==> src/rtl/up_counter.sv <==
// rtl/up_counter.sv - free-running binary up-counter with terminal-count and wrap pulse (optional UP_COUNTER_SATURATE_EN)
module up_counter #(
    parameter int WIDTH = 6
) (
    input  logic             clk,
    input  logic             rst,
    output logic [WIDTH-1:0] count,
    output logic             tc,
    output logic             wrap
);

    localparam logic [WIDTH-1:0] COUNT_MAX = {WIDTH{1'b1}};

    logic [WIDTH-1:0] count_q;
    logic [WIDTH-1:0] count_d;
    logic             wrap_q;
    logic             wrap_d;
    logic             at_max;

    assign at_max = (count_q == COUNT_MAX);

    // Next-state: advance by one; at all-ones either hold (saturating) or roll to zero and flag the wrap.
    always_comb begin
        count_d = count_q + WIDTH'(1);
        wrap_d  = 1'b0;
`ifdef UP_COUNTER_SATURATE_EN
        if (at_max) begin
            count_d = count_q;
        end
`else
        wrap_d  = at_max;
`endif
    end

    // State register; reset wins over increment and never produces a wrap pulse.
    always_ff @(posedge clk) begin
        if (rst) begin
            count_q <= '0;
            wrap_q  <= 1'b0;
        end else begin
            count_q <= count_d;
            wrap_q  <= wrap_d;
        end
    end

    assign count = count_q;
    assign wrap  = wrap_q;
    assign tc    = at_max;

endmodule

==> config.mk <==
export PLATFORM = sky130hd
export DESIGN_NAME = up_counter
export DESIGN_NICKNAME = d
export VERILOG_FILES = /design/src/rtl/up_counter.sv
export SDC_FILE = /design/constraint.sdc
export NUM_CORES = 1
export LEC_CHECK = 0
export BUFFER_PORTS_ARGS = -buffer_cell sky130_fd_sc_hd__buf_2
export CAP_MARGIN = 20
export CORE_AREA = 8 8 45 47
export CTS_BUF_LIST = sky130_fd_sc_hd__clkbuf_8
export DETAILED_ROUTE_END_ITERATION = 10
export DIE_AREA = 0 0 53 55
export HOLD_SLACK_MARGIN = 0.05
export PLACE_DENSITY = 0.38
export SYNTH_ARGS = -nofsm -noshare
export SYNTH_HDL_FRONTEND = slang
export SYNTH_SLANG_ARGS = --single-unit
==> constraint.sdc <==
create_clock -name clk -period 1.39 [get_ports clk]
set_input_delay 0.278 -clock clk [delete_from_list [all_inputs] [get_ports clk]]
set_output_delay 0.278 -clock clk [all_outputs]
set_load 0.01 [all_outputs]
==> results.md, run 1 <==
- Commonest non-fill, non-tap cell in the layout: buf_2
- Finished Core Util: 31.65%
- Die Wd: 53 um
- Die footprint: 0.002915 mm^2
- WP data arrival: 1.16 ns
- Critical Path RT: 1.11 ns
- Max Root-Sink Buffers: 2
- Final Hold Fails: 0
- Total CTS buffers: 3
- Synthesized Nets: 28
- Buffer type at the clock tree root: clkbuf_8
- Largest fanout on the critical path: 2
- Critical path launch point type: register
- Final setup fails: 1
- CTS H-tree lvls: 1
- Num ports: 10
- Overall power: 0.5423 mW
- Vias in the first global route: 260
- Drt pass-1 iters: 1
- Reg clk slew, reported paths: 0.04 ns
- Commonest non-fill, non-tap cells in the layout: buf_2, nor2_1, dfxtp_1, buf_4, clkbuf_8
- Crit share post-route: 103.8%
- Cells on worst reg2reg path: 5
- Fill count: 145
- Via count: 238
- Num rows: 14
- Routed len/inst: 10.71 um
- Initial DRC count: 0
- Post-CTS Hold Fix Bufs: 0
- Area growth syn-to-layout: 65.09%
- Setup WS pre-CTS: 0.06326 ns
- Total of max-cap violations: 0
- Clock skew: 0.001412 ns
- Layout cells sized above 1: 53.49%
- Yosys warnings: 0
- Slew Viols, Final: 0
- Fmax: 693.1 MHz
- IO Port Bufs: 9
- Largest net degree at the start of global routing: 9
- Cell count after placement: 52
- CTS tree: yes
- DRC Markers: 0
- Cell area after technology mapping: 265.3 um^2
- Power density over the cells: 1238 mW/mm^2
- Initial antenna violation count: 0
- Setup WS post-layout: -0.05282 ns
- Max VDD drop: 0.0005208 V
- Via-to-Cell Ratio: 4.034
- GRT Resource Usage Total: 5.085%
- Cells after Synth: 25
- Netlist cell types: 14
- Hold Crit Depth: 2
- Mean Syn Cell Area: 10.61 um^2
- First-pass GRT wire length: 1104 um
- Final Cell Area: 437.9 um^2
- RSZ-0062 raised after global routing: true
- WS Path Type: register to primary output
- Hold crit path type: primary input to register
- N_diodes: 0
- Clock latency at the later pin of the worst-skew pair: 0.22 ns
- CP endpoint kind: primary output
- Leakage: 0.1961 nW
- GR Overflow Total: 0
- # clock sinks: 7
- Worst-Margin Slew: 0.2251 ns
- Die Height: 55 um
- Final Instance Count excl. Fillers: 59
- Placeable Area: 0.001384 mm^2
- Rel. slew slack: 84.85%
- DP Area: 345.3 um^2
- Initial cell density of the core: 19.17%
- Final Wtd Congestion: 0.6032
- Seq/Total Area, Yosys: 52.83%
- Synthesized flop and latch total: 7
- Status: finished with violations
- Min Tclk post-route: 1.443 ns
- WL final: 632 um
- Failing checks: setup timing
- Post-DRT Antenna Nets: 0
- Final Net Count: 47
==> layer usage <==
layer  vias up  GRT usage (%)  wire [um]
met5         -              0          0
met4         0          2.586          0
met3         0          2.941         65
met2         8          7.617        279
met1       111          5.632        288
li1        119              -          -
==> power breakdown <==
part / total [mW] / switching, mW / internal, mW
Combinational: 0.0461 / 0.0201 / 0.0260
Sequential: 0.218 / 0.00715 / 0.210
Clock: 0.279 / 0.0877 / 0.191
==> final cells by class <==
cell class	count	area, um^2	share of cell area (%)
Sequential cell	7	142.6	32.57
Multi-Input combinational cell	18	141.4	32.29
Timing Repair Buffer	14	88.84	20.29
Clock buffer	3	41.29	9.429
Tap cell	16	20.02	4.571
Clock inverter	1	3.754	0.8571
==> cell families (layout without fill, tap and decap cells) <==
logic type | count (synthesis) | count (layout) | share of synthesized area [%]
simple gates | 13 | 13 | 29.72
fa+ha+maj | 1 | 1 | 4.716
flops | 7 | 7 | 52.83
xor+xnor | 3 | 3 | 9.907
buf+inv | 0 | 18 | 0
compound gates | 1 | 1 | 2.831
==> worst max-delay path, cell delays in order, from the launching register on <==
cell	delay [ns]
dfxtp_2	0.33
ha_4	0.15
and3_4	0.17
and3_4	0.18
buf_6	0.11
==> cells in the mapped netlist <==
cell	instances	share of area, %
nand2b_1	1	2.4
nor2b_1	1	2.4
and3_4	1	4.2
ha_1	1	4.7
nand2_1	1	1.4
and3_2	1	2.8
nand3_1	1	1.9
xor2_1	1	3.3
nor4_1	1	2.4
dfxtp_1	7	53
xnor2_1	2	6.6
nor2_1	5	7.1
nor2b_4	1	5.2
o21bai_1	1	2.8
==> registers in the layout, summed over array words and instances, names as in the netlist <==
| signal | count |
|---|---|
| wrap | 1 |
| count | 6 |
==> final timing paths <==
path | start | endpoint | slack, ns
worst max-delay path | count[0] | tc | -0.05
worst min-delay path | rst | count[0] | 0.32
worst max register to register | count[1] | count[5] | 0.25
worst min register to register | count[5] | count[5] | 0.51
==> metrics by stage <==
stage | hold slack [ns] | setup TNS, ns
final | 0.3246 | -0.05282
after global routing | 0.3463 | -0.08615
after CTS | 0.3347 | -0.05884
after detailed placement | 0.5102 | 0
after global placement | 0.4937 | 0
after floorplan | 0.3423 | 0
==> timing repair <==
item	CTS	global route
buffers inserted	2	1
gates resized for setup	6	0
pin swaps	1	1
setup endpoints to repair	1	1
(Power assumes the default switching activity.)
==> run 2, diff against run 1 <==
--- a/config.mk
+++ b/config.mk
@@ -8,7 +8,6 @@
 export BUFFER_PORTS_ARGS = -buffer_cell sky130_fd_sc_hd__buf_2
 export CAP_MARGIN = 20
 export CORE_AREA = 8 8 45 47
-export CTS_BUF_LIST = sky130_fd_sc_hd__clkbuf_8
 export DETAILED_ROUTE_END_ITERATION = 10
 export DIE_AREA = 0 0 53 55
 export HOLD_SLACK_MARGIN = 0.05
==> run 2 against run 1 <==
  * The run still ends with setup timing left
  * Total power shrank 18%
  * Sequential power is essentially flat
  * Clock-buffer cell count increased by 1
  * Clock power down 33%
  * Maximum frequency down 2.2%
  * Flip-flop and latch count unchanged
  * Clock skew down 0.00095 ns
  * Combinational power is 11% lower
  * Routed wire length down 5.5%
  * First-iteration DRC count increased by 2
  * Cell area fell by 6.0%
  * Die area is the same
  * Largest cell class unchanged
==> results.md, run 2 (synthesis results as in run 1) <==
- Status: finished with violations
- Failing checks: setup timing
- Clock power share: 42.0%
- Final Hold Fails: 0
- Final Wtd Congestion: 0.6032
- Seq pwr share: 48.7%
- Routed len/inst: 10.29 um
- Max FFs per register: 6
- Buffer type at the clock tree root: clkbuf_4
- Post-CTS Hold Fix Bufs: 0
- CTS H-tree lvls: 1
- Clock latency at the later pin of the worst-skew pair: 0.25 ns
- Cell count after placement: 52
- GRT Resource Usage Total: 5.194%
- CP endpoint kind: primary output
- Layout cells sized above 1: 52.38%
- Multi-input logic area: 141.4 um^2
- Worst-Margin Slew: 0.2248 ns
- First-pass GRT wire length: 1076 um
- Power density over the cells: 1080 mW/mm^2
- Critical Path RT: 1.11 ns
- Clock skew: 0.0004591 ns
- Via-to-Cell Ratio: 4.103
- Final setup fails: 1
- # clock sinks: 7
- Leakage: 0.1789 nW
- Die Wd: 53 um
- Final Cell Area: 411.6 um^2
- Internal power: 0.3418 mW
- Critical path launch point type: register
- Max Root-Sink Buffers: 2
- Drt pass-1 iters: 2
- Combinational power share: 9.3%
- Final Net Count: 46
- Commonest non-fill, non-tap cell in the layout: buf_2
- Reg clk slew, reported paths: 0.05 ns
- Initial cell density of the core: 19.17%
- Commonest non-fill, non-tap cells in the layout: buf_2, nor2_1, dfxtp_1
- Reg area: 142.6 um^2
- Net Switching: 0.1027 mW
- Max VDD drop: 0.0004881 V
- Num rows: 14
- RSZ-0062 raised after global routing: true
- Num ports: 10
- Die Height: 55 um
- Initial DRC count: 2
- Net switching fraction of the power: 23.11%
- IO Port Bufs: 9
- Crit share post-route: 106.1%
- WL final: 597 um
- Rel. slew slack: 84.87%
- Largest net degree at the start of global routing: 9
- Setup WS post-layout: -0.08464 ns
- Die footprint: 0.002915 mm^2
- CTS tree: yes
- Post-DRT Antenna Nets: 0
- DRC Markers: 0
- Vias in the first global route: 266
- Initial antenna violation count: 0
- N_diodes: 0
- Post-route setup TNS: -0.08464 ns
- Min Tclk post-route: 1.475 ns
- Finished Core Util: 29.75%
- WS Path Type: register to primary output
- DP Area: 345.3 um^2
- GR Overflow Total: 0
- Hold crit path type: primary input to register
- Largest fanout on the critical path: 2
- Slew Viols, Final: 0
- Total of max-cap violations: 0
- Total CTS buffers: 3
- Setup WS pre-CTS: 0.06326 ns
- Placeable Area: 0.001384 mm^2
- Final Instance Count excl. Fillers: 58
- WP data arrival: 1.20 ns
- Fmax: 678.1 MHz
- Via count: 238
- Area growth syn-to-layout: 55.19%
- Fill count: 147
run 2: changes by cell type in the layout (fill, tap and decap cells not counted), sizes merged:
cell	before	now
buf	14	13
clkbuf	3	4
inv	1	0
run 2: repair_timing:
action	4_1_cts	5_1_grt
setup endpoints to repair	1	1
gates resized for setup	6	0
gates cloned	0	0
buffers inserted	2	0
pin swaps	1	1
run 2: path summary, 6_finish.rpt:
| path | from | to | slack, ns | depth (start not counted) |
|---|---|---|---|---|
| worst max register to register | count[0] | wrap | 0.34 | 4 |
| worst min register to register | count[5] | count[5] | 0.51 | 2 |
| worst min-delay path | rst | count[0] | 0.30 | 2 |
| worst max-delay path | count[0] | tc | -0.08 | 4 |
run 2: per-stage QoR:
step	power (mW)	hold WS (ns)
6_report	0.4445	0.2979
5_1_grt	0.4735	0.3048
4_1_cts	0.4546	0.2980
3_5_place_dp	0.2503	0.5102
3_3_place_gp	0.2493	0.4937
2_1_floorplan	0.2321	0.3423
run 2: critical path, cell delays in order, from the launching register on:
cell     delay [ns]
dfxtp_2        0.33
ha_4           0.15
and3_4         0.17
and3_4         0.18
buf_6          0.11
run 2: area by class of cell:
| type | count | share of cell area, % |
|---|---|---|
| Tap cell | 16 | 4.863 |
| Multi-Input combinational cell | 18 | 34.35 |
| Timing Repair Buffer | 13 | 19.76 |
| Sequential cell | 7 | 34.65 |
| Clock buffer | 4 | 6.383 |
run 2: power by group through the flow:
stage / sequential (mW) / combinational [mW] / clock, mW
after floorplan: 0.222 / 0.00999 / 0
after global routing: 0.217 / 0.0471 / 0.209
after CTS: 0.217 / 0.0415 / 0.196
final: 0.217 / 0.0412 / 0.187
after global placement: 0.218 / 0.0317 / 0
after detailed placement: 0.218 / 0.0323 / 0
run 2: per-layer routing:
| metal | GRT usage [%] | share of wire [%] |
|---|---|---|
| met5 | 0 | 0 |
| met4 | 5.172 | 0 |
| met3 | 2.674 | 8.4 |
| met2 | 7.031 | 42 |
| met1 | 5.632 | 50 |
